==> config.mk <==
export PLATFORM = sky130hd
export DESIGN_NAME = mf8_ram_arb_flat
export DESIGN_NICKNAME = d
export VERILOG_FILES = /design/src/rtl/mf8_ram_arb_pkg.sv /design/src/rtl/mf8_ram_arb_if.sv /design/src/rtl/mf8_ram_arb.sv /design/src/flat_wrapper.sv
export SDC_FILE = /design/constraint.sdc
export NUM_CORES = 1
export LEC_CHECK = 0
export ABC_AREA = 1
export CAP_MARGIN = 20
export CORE_ASPECT_RATIO = 1.25
export CORE_MARGIN = 4
export CORE_UTILIZATION = 25
export DETAILED_ROUTE_END_ITERATION = 6
export PLACE_DENSITY_LB_ADDON = 0.1
export SETUP_SLACK_MARGIN = 0.1
export SLEW_MARGIN = 15
export SYNTH_ARGS = -nofsm -noshare
export SYNTH_HDL_FRONTEND = slang
export SYNTH_SLANG_ARGS = --single-unit
==> constraint.sdc <==
create_clock -name Clk -period 4 [get_ports Clk]
set_clock_uncertainty 0.15 [all_clocks]
set_input_delay 1 -clock Clk [delete_from_list [all_inputs] [get_ports Clk]]
set_output_delay 1 -clock Clk [all_outputs]
set_load 0.01 [all_outputs]
==> src/rtl/mf8_ram_arb_pkg.sv <==
// mf8_ram_arb_pkg
//   Shared definitions for the mf8 data-RAM arbiter: host FSM state
//   encoding, data width and the default parameter values.
package mf8_ram_arb_pkg;

    localparam int DATA_W         = 8;
    localparam int DEF_ADDR_W     = 8;
    localparam int DEF_STARVE_MAX = 15;

    typedef enum logic {
        H_IDLE = 1'b0,
        H_PEND = 1'b1
    } hstate_t;

endpackage

==> src/rtl/mf8_ram_arb_if.sv <==
// mf8_ram_arb_if
//   Bundles the three buses around the arbiter.
//   Core side : Core_Addr/Core_Rd/Core_Wr/Core_WData in, Core_RData/Core_Ready out.
//   Host side : H_Valid/H_Wr/H_Addr/H_WData in, H_Ready/H_RValid/H_RData out.
//   RAM side  : M_En/M_We/M_Addr/M_WData out, M_RData in.
//   Status    : Starve out.
//   slave  = the arbiter's view, master = core + host + RAM environment.
interface mf8_ram_arb_if
    import mf8_ram_arb_pkg::*;
#(
    parameter int ADDR_W = DEF_ADDR_W
) ();
    logic [15:0]       Core_Addr;
    logic              Core_Rd;
    logic              Core_Wr;
    logic [DATA_W-1:0] Core_WData;
    logic [DATA_W-1:0] Core_RData;
    logic              Core_Ready;

    logic              H_Valid;
    logic              H_Ready;
    logic              H_Wr;
    logic [ADDR_W-1:0] H_Addr;
    logic [DATA_W-1:0] H_WData;
    logic              H_RValid;
    logic [DATA_W-1:0] H_RData;

    logic              M_En;
    logic              M_We;
    logic [ADDR_W-1:0] M_Addr;
    logic [DATA_W-1:0] M_WData;
    logic [DATA_W-1:0] M_RData;

    logic              Starve;

    modport slave (
        input  Core_Addr, Core_Rd, Core_Wr, Core_WData,
        output Core_RData, Core_Ready,
        input  H_Valid, H_Wr, H_Addr, H_WData,
        output H_Ready, H_RValid, H_RData,
        output M_En, M_We, M_Addr, M_WData,
        input  M_RData,
        output Starve
    );

    modport master (
        output Core_Addr, Core_Rd, Core_Wr, Core_WData,
        input  Core_RData, Core_Ready,
        output H_Valid, H_Wr, H_Addr, H_WData,
        input  H_Ready, H_RValid, H_RData,
        input  M_En, M_We, M_Addr, M_WData,
        output M_RData,
        input  Starve
    );

endinterface

==> src/rtl/mf8_ram_arb.sv <==
// mf8_ram_arb
//   Single-port data-RAM arbiter between the mf8 core and a host/DMA port.
//   The core never stalls: its strobes go straight to the RAM pins and its
//   read data is the raw RAM output. Host requests sit in a one-entry
//   holding register and are issued in the first cycle the core leaves
//   the RAM alone. A saturating counter flags host starvation.
//   Ports: Clk, Reset (synchronous, active-high), bus (mf8_ram_arb_if.slave).
module mf8_ram_arb
    import mf8_ram_arb_pkg::*;
#(
    parameter int ADDR_W     = DEF_ADDR_W,
    parameter int STARVE_MAX = DEF_STARVE_MAX
) (
    input  logic         Clk,
    input  logic         Reset,
    mf8_ram_arb_if.slave bus
);
    localparam int               CNT_W   = $clog2(STARVE_MAX + 1);
    localparam logic [CNT_W-1:0] CNT_MAX = CNT_W'(STARVE_MAX);

    hstate_t           r_state;
    hstate_t           w_state_nxt;
    logic              r_req_wr;
    logic [ADDR_W-1:0] r_req_addr;
    logic [DATA_W-1:0] r_req_wdata;
    logic              r_rd_vld_p1;
    logic              r_rd_vld_p2;
    logic [DATA_W-1:0] r_rdata_p2;
    logic [CNT_W-1:0]  r_cnt;
    logic              r_core_ready;
    logic              w_core_acc;
    logic              w_accept;
    logic              w_issue;
    logic [15:0]       w_unused_addr;

    // Only the low ADDR_W address bits reach the RAM.
    assign w_unused_addr = bus.Core_Addr;
    assign w_core_acc    = bus.Core_Rd | bus.Core_Wr;

    always_comb begin
        w_state_nxt = r_state;
        w_accept    = 1'b0;
        w_issue     = 1'b0;
        case (r_state)
            H_IDLE: begin
                if (bus.H_Valid) begin
                    w_accept    = 1'b1;
                    w_state_nxt = H_PEND;
                end
            end
            H_PEND: begin
                if (!w_core_acc) begin
                    w_issue     = 1'b1;
                    w_state_nxt = H_IDLE;
                end
            end
            default: w_state_nxt = H_IDLE;
        endcase
        // A pending request is dropped in reset and never reaches the RAM.
        if (Reset) begin
            w_accept    = 1'b0;
            w_issue     = 1'b0;
            w_state_nxt = H_IDLE;
        end
    end

    // RAM pins: core first, otherwise the held host request.
    assign bus.M_En    = w_core_acc | w_issue;
    assign bus.M_We    = w_core_acc ? bus.Core_Wr : (w_issue & r_req_wr);
    assign bus.M_Addr  = w_core_acc ? bus.Core_Addr[ADDR_W-1:0] : r_req_addr;
    assign bus.M_WData = w_core_acc ? bus.Core_WData : r_req_wdata;

    assign bus.Core_RData = bus.M_RData;
    assign bus.Core_Ready = r_core_ready;
    assign bus.H_Ready    = (r_state == H_IDLE) & ~Reset;
    assign bus.H_RValid   = r_rd_vld_p2;
    assign bus.H_RData    = r_rdata_p2;
    assign bus.Starve     = (r_cnt == CNT_MAX);

    always_ff @(posedge Clk) begin
        if (Reset) begin
            r_state      <= H_IDLE;
            r_cnt        <= '0;
            r_rd_vld_p1  <= 1'b0;
            r_rd_vld_p2  <= 1'b0;
            r_rdata_p2   <= '0;
            r_core_ready <= 1'b0;
        end else begin
            r_state      <= w_state_nxt;
            r_core_ready <= 1'b1;
            // p1: RAM is presenting the data of a host read issued last cycle
            r_rd_vld_p1  <= w_issue & ~r_req_wr;
            // p2: data captured, H_RValid high for this one cycle
            r_rd_vld_p2  <= r_rd_vld_p1;
            if (r_rd_vld_p1) begin
                r_rdata_p2 <= bus.M_RData;
            end
            if (w_issue) begin
                r_cnt <= '0;
            end else if ((r_state == H_PEND) && w_core_acc && (r_cnt != CNT_MAX)) begin
                r_cnt <= r_cnt + 1'b1;
            end
        end
    end

    // Holding register carries data only, so it is not reset.
    always_ff @(posedge Clk) begin
        if (w_accept) begin
            r_req_wr    <= bus.H_Wr;
            r_req_addr  <= bus.H_Addr;
            r_req_wdata <= bus.H_WData;
        end
    end

endmodule

==> src/flat_wrapper.sv <==
// flat-port wrapper written by rule: the top's interface ports become plain ports
module mf8_ram_arb_flat import mf8_ram_arb_pkg::*;
#(
    parameter int ADDR_W     = DEF_ADDR_W,
    parameter int STARVE_MAX = DEF_STARVE_MAX
)
  (Clk, Reset, bus_Core_Addr, bus_Core_Rd, bus_Core_Wr, bus_Core_WData, bus_Core_RData, bus_Core_Ready, bus_H_Valid, bus_H_Wr, bus_H_Addr, bus_H_WData, bus_H_Ready, bus_H_RValid, bus_H_RData, bus_M_En, bus_M_We, bus_M_Addr, bus_M_WData, bus_M_RData, bus_Starve);
  mf8_ram_arb_if #(.ADDR_W(ADDR_W)) bus_i ();
  input  logic Clk;
  input  logic Reset;
  input wire logic [$bits(bus_i.Core_Addr)-1:0] bus_Core_Addr;
  input wire logic [$bits(bus_i.Core_Rd)-1:0] bus_Core_Rd;
  input wire logic [$bits(bus_i.Core_Wr)-1:0] bus_Core_Wr;
  input wire logic [$bits(bus_i.Core_WData)-1:0] bus_Core_WData;
  output wire logic [$bits(bus_i.Core_RData)-1:0] bus_Core_RData;
  output wire logic [$bits(bus_i.Core_Ready)-1:0] bus_Core_Ready;
  input wire logic [$bits(bus_i.H_Valid)-1:0] bus_H_Valid;
  input wire logic [$bits(bus_i.H_Wr)-1:0] bus_H_Wr;
  input wire logic [$bits(bus_i.H_Addr)-1:0] bus_H_Addr;
  input wire logic [$bits(bus_i.H_WData)-1:0] bus_H_WData;
  output wire logic [$bits(bus_i.H_Ready)-1:0] bus_H_Ready;
  output wire logic [$bits(bus_i.H_RValid)-1:0] bus_H_RValid;
  output wire logic [$bits(bus_i.H_RData)-1:0] bus_H_RData;
  output wire logic [$bits(bus_i.M_En)-1:0] bus_M_En;
  output wire logic [$bits(bus_i.M_We)-1:0] bus_M_We;
  output wire logic [$bits(bus_i.M_Addr)-1:0] bus_M_Addr;
  output wire logic [$bits(bus_i.M_WData)-1:0] bus_M_WData;
  input wire logic [$bits(bus_i.M_RData)-1:0] bus_M_RData;
  output wire logic [$bits(bus_i.Starve)-1:0] bus_Starve;
  assign bus_i.Core_Addr = bus_Core_Addr;
  assign bus_i.Core_Rd = bus_Core_Rd;
  assign bus_i.Core_Wr = bus_Core_Wr;
  assign bus_i.Core_WData = bus_Core_WData;
  assign bus_Core_RData = bus_i.Core_RData;
  assign bus_Core_Ready = bus_i.Core_Ready;
  assign bus_i.H_Valid = bus_H_Valid;
  assign bus_i.H_Wr = bus_H_Wr;
  assign bus_i.H_Addr = bus_H_Addr;
  assign bus_i.H_WData = bus_H_WData;
  assign bus_H_Ready = bus_i.H_Ready;
  assign bus_H_RValid = bus_i.H_RValid;
  assign bus_H_RData = bus_i.H_RData;
  assign bus_M_En = bus_i.M_En;
  assign bus_M_We = bus_i.M_We;
  assign bus_M_Addr = bus_i.M_Addr;
  assign bus_M_WData = bus_i.M_WData;
  assign bus_i.M_RData = bus_M_RData;
  assign bus_Starve = bus_i.Starve;
  mf8_ram_arb #(.ADDR_W(ADDR_W), .STARVE_MAX(STARVE_MAX)) u_core (.Clk(Clk), .Reset(Reset), .bus(bus_i));
endmodule
Word-level counts from Yosys, hierarchy flattened
Cells that the tools add are included.
{"block": "op_classes", "add_sub_neg": 1, "multipliers": 0, "div_mod_pow": 0, "magnitude_cmp": 0, "n_eq_ne": 2, "shift": 0, "mux": 12, "n_bitwise": 8, "reduce_logical": 3}
{"operator": "$mux 8", "count": 2}
{"operator": "$mux 1", "count": 9}
{"operator": "$add 4x1->4 const B", "count": 1}
{"operator": "$eq 4x4->1 const B", "count": 1}
{"operator": "$ne 4x4->1 const B", "count": 1}
{"operator": "$and 1x1->1", "count": 3}
{"operator": "$not 1->1", "count": 3}
{"operator": "$logic_and 1x1->1", "count": 2}
{"operator": "$or 1x1->1", "count": 2}
{"operator": "$pmux 1 s2", "count": 1}
{"operator": "$reduce_or 2->1", "count": 1}
{"block": "word_totals", "ff_bits": 33, "latchBits": 0, "mem_bits_rw": 0, "romBits": 0, "mem_count": 0}

Depth between registers and ports, before layout
Gate-level depths: netlist (run 1).
{"block": "logic_depth", "ltp_word": 6, "mapped_depth": 6, "mapped_depth_nobuf": 6}

Worst setup path after synthesis (run 1)
OpenSTA, ideal clock, no wires.
{"block": "synth_timing", "path_kind": "input to register", "start": "in Reset", "end": "reg u_core.r_req_addr[0], enable pin", "setup_time_ns": 0.413, "t_arrival_ns": 2.256, "slack_ns": 1.182, "path_stages": 1, "n_path_buf": 0, "path_cell_list": "nor3_1"}
{"block": "synth_via", "elab_chain_len": 1}
{"element": "start: declaration", "line_no": "flat_wrapper.sv:10", "source": "input logic Reset;"}
{"element": "$mux 1", "line_no": "mf8_ram_arb.sv:60", "source": "if (Reset) begin"}
{"element": "end signal: assignment", "line_no": "mf8_ram_arb.sv:110", "source": "r_req_addr <= bus.H_Addr;"}
{"element": "end: declaration", "line_no": "mf8_ram_arb.sv:24", "source": "logic [ADDR_W-1:0] r_req_addr;"}
No other way between the ends.
A chain may end at the register's enable or synchronous reset.

Final worst setup path (run 1)
{"block": "layout_timing", "start": "in bus_Core_Wr", "end": "out bus_M_Addr[4]"}
{"block": "layout_via", "elab_chain_len": 2}
{"element": "start: declaration", "line_no": "flat_wrapper.sv:13", "source": "input wire logic [$bits(bus_i.Core_Wr)-1:0] bus_Core_Wr;"}
{"element": "$or 1x1->1", "line_no": "mf8_ram_arb.sv:38", "source": "assign w_core_acc = bus.Core_Rd | bus.Core_Wr;"}
{"element": "$mux 8", "line_no": "mf8_ram_arb.sv:70", "source": "assign bus.M_Addr = w_core_acc ? bus.Core_Addr[ADDR_W-1:0] : r_req_addr;"}
{"element": "end: declaration", "line_no": "flat_wrapper.sv:26", "source": "output wire logic [$bits(bus_i.M_Addr)-1:0] bus_M_Addr;"}
No other way between the ends.

==> impl_metrics.csv, run 1 <==
group,metric,value,unit
global_route,grt_pass1_wl,5.858,mm
sta,rsz0062_at_grt,"no",
synth,ys_seq_area_frac,0.5744,
detailed_routing,drt_wl_total,3.648,mm
place,dp_hpwl,2.847,mm
synth,ys_types,22,
synth,syn_inst,159,
detailed_routing,wl_per_cell,11.92,microns
synth,ys_warn_count,0,
hold_path,hold_start,"u_core.r_req_wr$_DFFE_PP_",
critical_path,cp_max_fo,10,
cts,clock_sinks,33,
sta,tns,0,ps
sta,post-route-period-util,0.9243,
detailed_routing,firstDrtPassIters,2,
critical_path,cp_top_family,"buffers and inverters",
critical_path,crit_slowest_cell,"clkdlybuf4s50_1",
cts,clk_path_buf_depth,2,
final_layout,nets,296,
synth,ys_seq_elements,33,
critical_path,start_kind,"primary input",
final_layout,multi_input_area,488.0,sq um
critical_path,reg2reg_from,"u_core.r_state$_SDFF_PP0_",
sta,fin_crit,3697,ps
detailed_routing,vias,1271,
die,core,0.005518,sq mm
sta,hold_viol,0,
critical_path,worst_ep_required_time,2850,ps
place,place.gp.congestion,0.7770,
cts,cts_tree,"done",
final_layout,seqCellArea,830.8,sq um
global_route,grt_use_total,0.1059,
die,rows,30,
hold_path,hold_path_class,"flip-flop to flip-flop",
cts,postCtsSetupBuffers,0,
power_and_ir_drop,p_int,0.5786,mW
sta,drv_slew,0,
synth,post_synth_instance_area,0.001446,sq mm
final_layout,final_common_cell,"clkdlybuf4s50_1",
global_route,grt_pass1_vias,1246,
cts,clock_latency,270,ps
final_layout,layout_common_cells,"83 x clkdlybuf4s50_1, 59 x nand2_1, 21 x nor2_1, 17 x edfxtp_1, 16 x dfxtp_1",
power_and_ir_drop,p_clk_frac,0.309,
die,dieArea,0.007074,sq mm
cts,htree_num_levels,2,
critical_path,cp.arrival,2550,ps
detailed_routing,dr.first_iter.drc_count,21,
critical_path,crit_path_end_kind,"output port",
global_route,grt_max_degree,18,
power_and_ir_drop,ir_drop,0.0001721,V
global_route,antenna_found_initial,0,
global_route,grt-ovfl-total,0,
cts,clockRootBuffer,"clkbuf_8",
final_layout,area_growth,64.53,%
power_and_ir_drop,power_frac_comb,0.188,
synth,postSynthAreaPerCell,9.097,sq um
critical_path,critPathKind,"primary input to output port",
flow_run,max_cap_viol_count,0,
final_layout,num_antenna_cells,0,
cts,cts_inserted_buffers,5,
detailed_routing,ant_nets,0,
sta,max_freq,270.5,MHz
die,io_pins,92,
power_and_ir_drop,power,0.7413,mW
sta,finalSetupViolations,0,
critical_path,cp_slowest_stage_delay,540,ps
place,io_buffers,83,
die,start_util,0.2621,
final_layout,layout-drive-gt1-share,0.06198,
detailed_routing,viasPerCell,4.154,
sta,relSlewSlack,0.6661,
synth,synth_nets,214,
critical_path,crit_chain,"clkdlybuf4s50_1 > nor2_4 > buf_4 > nand2_1 > nand2_1 > clkdlybuf4s50_1",
status,status,"completed",
final_layout,nFillCells,581,
cts,clk_pin_slew,60,ps
detailed_routing,drc,0,
critical_path,crit_start,"bus_Core_Wr",
power_and_ir_drop,seqPwrFrac,0.503,
critical_path,path_buf_inv,3,
power_and_ir_drop,swShare,0.2194,
power_and_ir_drop,powerDensity,311.5,mW/mm^2
sta,worst_slew_pin_slew,498.1,ps
power_and_ir_drop,power.switching,0.1627,mW
die,fp.dieH,93.04,microns
power_and_ir_drop,p_leak,0.9590,nW
die,die_x,76.03,microns
[what timing repair did]
item,4_1_cts,5_1_grt
hold buffers,0,0
endpoints found under the setup margin,0,4
gates resized for setup,0,1
[power groups by stage]
stage                     clock (mW)  sequential, mW  combinational, mW
after floorplan                    0           0.380             0.0529
after global placement             0           0.380              0.141
after detailed placement           0           0.380              0.142
after CTS                      0.243           0.373              0.143
after global routing           0.261           0.374              0.152
final                          0.229           0.373              0.140
[cells in the mapped netlist]
| cell type | number | area share |
|---|---|---|
| nor2_2 | 1 | 0.0043 |
| nand3_1 | 3 | 0.010 |
| xor2_1 | 1 | 0.0061 |
| buf_4 | 10 | 0.052 |
| dfxtp_1 | 16 | 0.22 |
| a21oi_1 | 5 | 0.017 |
| nor2_4 | 1 | 0.0078 |
| o21ai_0 | 9 | 0.031 |
| nand2_4 | 1 | 0.0078 |
| nand4_1 | 1 | 0.0043 |
| nor2_1 | 21 | 0.055 |
| edfxtp_1 | 17 | 0.35 |
| bufinv_8 | 1 | 0.012 |
| inv_1 | 5 | 0.013 |
| nor3_1 | 1 | 0.0035 |
| buf_6 | 2 | 0.016 |
| ha_1 | 1 | 0.0086 |
| o21bai_1 | 1 | 0.0052 |
| clkinv_1 | 1 | 0.0026 |
| nand2_1 | 59 | 0.15 |
| nand3b_1 | 1 | 0.0052 |
| o21ai_4 | 1 | 0.011 |
[flip-flops by register name, summed over array words and instances, names as in the netlist]
name / cells
u_core.bus.Core_Ready: 1
u_core.bus.H_RData: 8
u_core.bus.H_RValid: 1
u_core.r_cnt: 4
u_core.r_rd_vld_p1: 1
u_core.r_req_addr: 8
u_core.r_req_wdata: 8
u_core.r_req_wr: 1
u_core.r_state: 1
[logic make-up after synthesis]
kind of cell	Yosys count	share of synthesized area
xor gates and xnor gates	1	0.006056
and+or+nand+nor	89	0.2509
buffers and inverters	19	0.09515
DFF	33	0.5744
AOI/OAI and AO/OA	16	0.06488
adders and majority gates	1	0.008649
[final cells by class]
class                      instances  share of cell area
timing repair buffer              87              0.3617
sequential                        33              0.3491
multi-input combinational        107              0.2050
clock buffer                       8             0.03365
tap                               64             0.03365
inverter                           7             0.01682
[per-layer routing]
metal	vias up	global-route usage	routed length, microns
met2	50	0.1721	1750
li1	665	-	-
met5	-	0	0
met1	550	0.1201	1542
met4	0	0.04896	68
met3	6	0.04432	287
[metrics by stage]
step           instances  area [sq um]  utilization  setup WS [ps]  hold WS [ps]
6_report             306          2380       0.4313          303.0         284.8
5_1_grt              306          2380       0.4313          154.3         325.8
4_1_cts              306          2375       0.4304          185.7         288.4
3_5_place_dp         298          2295       0.4159          191.3         278.0
3_3_place_gp         298          2295       0.4159          185.0         275.0
2_1_floorplan        159          1446            -           1182         261.3
[final timing paths]
path | end | slack, ps | depth (start not counted)
setup / recovery | bus_M_Addr[4] | 300 | 6
hold / removal | u_core.r_rd_vld_p1$_SDFF_PP0_ | 280 | 1
setup reg to reg | u_core.r_req_wdata[0]$_DFFE_PP_ | 2460 | 2
hold reg to reg | u_core.r_rd_vld_p1$_SDFF_PP0_ | 280 | 1
Power figures use the tool's default switching activity.
==> run 2, diff against run 1 <==
--- a/config.mk
+++ b/config.mk
@@ -9,6 +9,7 @@
 export CAP_MARGIN = 20
 export CORE_ASPECT_RATIO = 1.25
-export CORE_MARGIN = 4
+export CORE_MARGIN = 5
 export CORE_UTILIZATION = 25
+export CTS_CLUSTER_DIAMETER = 150
 export DETAILED_ROUTE_END_ITERATION = 6
 export PLACE_DENSITY_LB_ADDON = 0.1
==> constraint.sdc (replaced) <==
create_clock -name Clk -period 4 [get_ports Clk]
set_clock_uncertainty 0.15 [all_clocks]
set_input_delay 1 -clock Clk [delete_from_list [all_inputs] [get_ports Clk]]
set_output_delay 1 -clock Clk [all_outputs]
set_load 0.05 [all_outputs]
==> impl_metrics.csv, run 2 (synthesis gave the netlist of run 1 again) <==
group,metric,value,unit
final_layout,layout-drive-gt1-share,0.1411,
detailed_routing,dr.first_iter.drc_count,27,
die,core,0.005702,sq mm
sta,relSlewSlack,0.6606,
global_route,busiest_layer,"met2",
die,rows,31,
cts,cts_inserted_buffers,5,
global_route,antenna_found_initial,0,
power_and_ir_drop,powerDensity,344.4,mW/mm^2
die,fp.dieH,95.04,microns
critical_path,crit_slowest_cell,"clkdlybuf4s50_1",
sta,hold_viol,0,
final_layout,multi_input_area,483.0,sq um
hold_path,hold_path_class,"flip-flop to flip-flop",
final_layout,nFillCells,579,
critical_path,cp.arrival,2430,ps
sta,tns,0,ps
detailed_routing,vias,1266,
critical_path,worst_ep_required_time,2850,ps
place,io_buffers,83,
die,dieArea,0.007416,sq mm
final_layout,seqCellArea,830.8,sq um
critical_path,start_kind,"primary input",
global_route,grt-ovfl-total,0,
critical_path,cp_max_fo,4,
detailed_routing,wl_per_cell,12.03,microns
sta,setup_slack,422.9,ps
global_route,grt_pass1_wl,5.934,mm
cts,postCtsSetupBuffers,0,
global_route,grtUsageMet1,0.1184,
power_and_ir_drop,p_leak,0.9859,nW
final_layout,area_growth,62.63,%
detailed_routing,firstDrtPassIters,4,
final_layout,final_common_cell,"clkdlybuf4s50_1",
die,io_pins,92,
cts,ctsResizeCount,0,
global_route,grtUsageMet2,0.1546,
global_route,grt_max_degree,18,
place,place_ws,420.6,ps
global_route,grt_pass1_vias,1267,
cts,cts_tree,"done",
status,status,"completed",
sta,rsz0062_at_grt,"no",
place,dp_hpwl,2.856,mm
detailed_routing,ant_nets,0,
sta,whs,283.3,ps
cts,cts_hold_repair.buffers,0,
final_layout,layout_common_cells,"65 x clkdlybuf4s50_1, 59 x nand2_1, 21 x nor2_1, 19 x buf_4, 17 x edfxtp_1",
final_layout,num_antenna_cells,0,
sta,finalSetupViolations,0,
flow_run,max_cap_viol_count,0,
detailed_routing,drt_wl_total,3.694,mm
cts,clock_latency,280,ps
critical_path,crit_chain,"clkdlybuf4s50_1 > nor2_1 > clkdlybuf4s50_1",
hold_path,min_path_cells,1,
detailed_routing,viasPerCell,4.124,
global_route,grtUsageMet3,0.05671,
sta,drv_slew,0,
detailed_routing,drc,0,
critical_path,crit_path_end_kind,"output port",
critical_path,critPathKind,"primary input to output port",
cts,clockRootBuffer,"clkbuf_8",
critical_path,r2r_cells,2,
die,die_x,78.03,microns
critical_path,path_common_cell,"clkdlybuf4s50_1",
sta,fin_crit,3577,ps
global_route,grt_use_total,0.1006,
place,place.gp.congestion,0.7464,
final_layout,nets,295,
sta,max_freq,279.6,MHz
cts,clk_pin_slew,60,ps
cts,clock_sinks,33,
cts,clk_path_buf_depth,2,
die,start_util,0.2537,
power_and_ir_drop,ir_drop,0.0001902,V
sta,worst_slew_pin_slew,507.6,ps
critical_path,cp_slowest_stage_delay,810,ps
sta,post-route-period-util,0.8943,
cts,htree_num_levels,2,
[run 2: cell count changes in the layout (fill, tap and decap cells not counted), sizes merged]
cell / change
clkbuf: -2
buf: +17
clkinv: +2
clkdlybuf4s50: -18
[run 2: critical path, delay by kind of cell]
kind          cells  cell delay [ps]
buf+inv           2             1290
simple gates      1              130
[run 2: layer usage]
layer	share of wire	vias up	wire length [microns]
met5	0	-	0
met2	0.42	67	1556
li1	-	666	-
met4	0.014	0	52
met1	0.42	527	1564
met3	0.14	6	521
[run 2: metrics by stage]
stage	instance area [sq um]	util	cells	total power, mW
2_1_floorplan	1446	-	159	0.4971
3_3_place_gp	2270	0.3981	299	0.5819
3_5_place_dp	2270	0.3981	299	0.5823
4_1_cts	2352	0.4126	307	0.8271
5_1_grt	2352	0.4126	307	0.8531
6_report	2352	0.4126	307	0.8102
[run 2: final cells by class]
cell class,instances,area share
Tap cell,66,0.03511
Timing Repair Buffer,86,0.3543
Multi-Input combinational cell,107,0.2053
Sequential cell,33,0.3532
Inverter,7,0.01702
Clock inverter,2,0.004255
Clock buffer,6,0.03085
[run 2: where the power goes]
part / internal, mW / total (mW) / switching, mW
clock network: 0.120 / 0.237 / 0.117
registers: 0.368 / 0.373 / 0.00485
logic: 0.0840 / 0.200 / 0.116
[run 2: path summary, 6_finish.rpt]
kind / startpoint / endpoint / slack, ps
worst max-delay path: Reset / bus_H_Ready / 420
worst min-delay path: u_core.r_req_wr$_DFFE_PP_ / u_core.r_rd_vld_p1$_SDFF_PP0_ / 280
worst max register to register: u_core.r_state$_SDFF_PP0_ / u_core.r_req_wdata[5]$_DFFE_PP_ / 2700
worst min register to register: u_core.r_req_wr$_DFFE_PP_ / u_core.r_rd_vld_p1$_SDFF_PP0_ / 280
==> run 3, diff against run 2 <==
Settings changed: CORE_UTILIZATION 25 to 39, PLACE_DENSITY set to 0.86, PLACE_DENSITY_LB_ADDON 0.1 to unset, SETUP_SLACK_MARGIN 0.1 to unset.
==> impl_metrics.csv, run 3 (synthesis gave the netlist of run 1 again) <==
group,metric,value,unit
status,status,"completed",
cts,clockRootBuffer,"clkbuf_8",
power_and_ir_drop,powerDensity,368.1,mW/mm^2
critical_path,critPathKind,"primary input to output port",
power_and_ir_drop,p_leak,0.9928,nW
critical_path,start_kind,"primary input",
global_route,grt-ovfl-total,0,
place,dp_hpwl,2.690,mm
die,die_x,64.47,microns
critical_path,reg2reg_to,"u_core.r_cnt[0]$_SDFFE_PP0P_",
sta,worst_slew_pin_slew,519.5,ps
critical_path,crit_slowest_cell,"clkdlybuf4s50_1",
detailed_routing,firstDrtPassIters,4,
sta,max_freq,281.2,MHz
place,place.gp.congestion,0.7189,
hold_path,min_path_cells,1,
cts,clk_path_buf_depth,2,
sta,tns,0,ps
cts,clock_latency,280,ps
sta,rsz0062_at_grt,"no",
die,start_util,0.4082,
die,io_pins,92,
global_route,grt_pass1_wl,5.637,mm
sta,relSlewSlack,0.6525,
detailed_routing,ant_nets,0,
detailed_routing,dr.max_layer_used,"met4",
die,fp.dieH,78.09,microns
global_route,grt_use_total,0.1446,
critical_path,reg2reg_from,"u_core.r_cnt[0]$_SDFFE_PP0P_",
critical_path,r2r_slack,2650,ps
place,dp_cells,271,
final_layout,num_antenna_cells,0,
global_route,grt_pass1_vias,1271,
detailed_routing,wl_met3,313,microns
critical_path,path_common_cell,"clkdlybuf4s50_1",
detailed_routing,wl_met2,1.830,mm
critical_path,worst_ep_required_time,2850,ps
detailed_routing,viasPerCell,4.584,
final_layout,nets,294,
final_layout,area_growth,61.76,%
critical_path,cp_slowest_stage_delay,810,ps
detailed_routing,vias,1279,
cts,ctsResizeCount,0,
detailed_routing,drc,0,
cts,cts_inserted_buffers,5,
die,rows,24,
detailed_routing,wl_per_cell,12.60,microns
critical_path,r2r_cells,5,
die,dieArea,0.005034,sq mm
cts,clock_sinks,33,
flow_run,max_cap_viol_count,0,
detailed_routing,dr.first_iter.drc_count,27,
critical_path,cp_max_fo,4,
global_route,grt_max_degree,18,
final_layout,layout_common_cells,"65 x clkdlybuf4s50_1, 59 x nand2_1, 21 x nor2_1, 18 x buf_4, 17 x edfxtp_1",
detailed_routing,drt_wl_total,3.515,mm
cts,clk_pin_slew,60,ps
critical_path,crit_chain,"clkdlybuf4s50_1 > nor2_1 > clkdlybuf4s50_1",
cts,htree_num_levels,2,
global_route,antenna_found_initial,0,
final_layout,final_cell_area,0.002340,sq mm
critical_path,cp.arrival,2410,ps
cts,postCtsSetupBuffers,0,
critical_path,crit_path_end_kind,"output port",
place,io_buffers,83,
power_and_ir_drop,ir_drop,0.0002827,V
hold_path,hold_start,"u_core.r_req_wr$_DFFE_PP_",
hold_path,hold_path_class,"flip-flop to flip-flop",
place,placed_area,0.002228,sq mm
detailed_routing,wl_met1,1.325,mm
final_layout,final_common_cell,"clkdlybuf4s50_1",
cts,cts_hold_repair.buffers,0,
sta,whs,311.3,ps
sta,fin_crit,3557,ps
cts,cts_tree,"done",
sta,post-route-period-util,0.8891,
sta,hold_viol,0,
sta,drv_slew,0,
sta,finalSetupViolations,0,
die,core,0.003543,sq mm
final_layout,layoutNonFillerInstCount,279,
hold_path,hold_end,"u_core.r_rd_vld_p1$_SDFF_PP0_",
final_layout,layout-drive-gt1-share,0.1375,
power_and_ir_drop,power,0.8613,mW
-- run 3: cell types whose count changed in the layout (fill, tap and decap cells not counted) --
cell	previous run	this run
clkinv_2	2	0
buf_4	19	18
clkbuf_16	0	1
clkbuf_8	5	6
-- run 3: per-layer routing --
layer / global-route usage / vias to the layer above
met4: 0.05074 / 0
met3: 0.06286 / 4
met2: 0.2603 / 49
met1: 0.1478 / 567
li1: - / 659
met5: 0 / -
-- run 3: how the worst max path moves through the flow --
stage	startpoint	endpoint	slack, ps	cells past startpoint
after floorplan	bus_Core_Wr	bus_M_We	740	4
after global placement	Reset	bus_H_Ready	450	3
after detailed placement	Reset	bus_H_Ready	450	3
after CTS	Reset	bus_H_Ready	440	3
after global routing	Reset	bus_M_We	370	5
final	Reset	bus_H_Ready	440	3
-- run 3: metrics by stage --
step / utilization / setup WS, ps
floorplan: - / 736.6
detailed placement: 0.6289 / 450.8
finish: 0.6603 / 443.4
global route: 0.6603 / 370.1
global placement: 0.6289 / 445.4
CTS: 0.6603 / 438.7
-- run 3: power by group --
part	internal [mW]	switching, mW	total (mW)
Combinational	0.0833	0.116	0.199
Sequential	0.368	0.00526	0.373
Clock	0.178	0.111	0.289
-- run 3: cell type report --
| class | instances | area (sq um) |
|---|---|---|
| Inverter | 7 | 40.04 |
| Timing Repair Buffer | 85 | 825.8 |
| Fill cell | 304 | 1204 |
| Clock buffer | 8 | 111.4 |
| Multi-Input combinational cell | 107 | 483.0 |
| Sequential cell | 33 | 830.8 |
| Tap cell | 39 | 48.80 |
-- run 3: critical path, delay by kind of cell --
family / cells / cell delay, ps
buf+inv: 2 / 1280
simple gates: 1 / 130
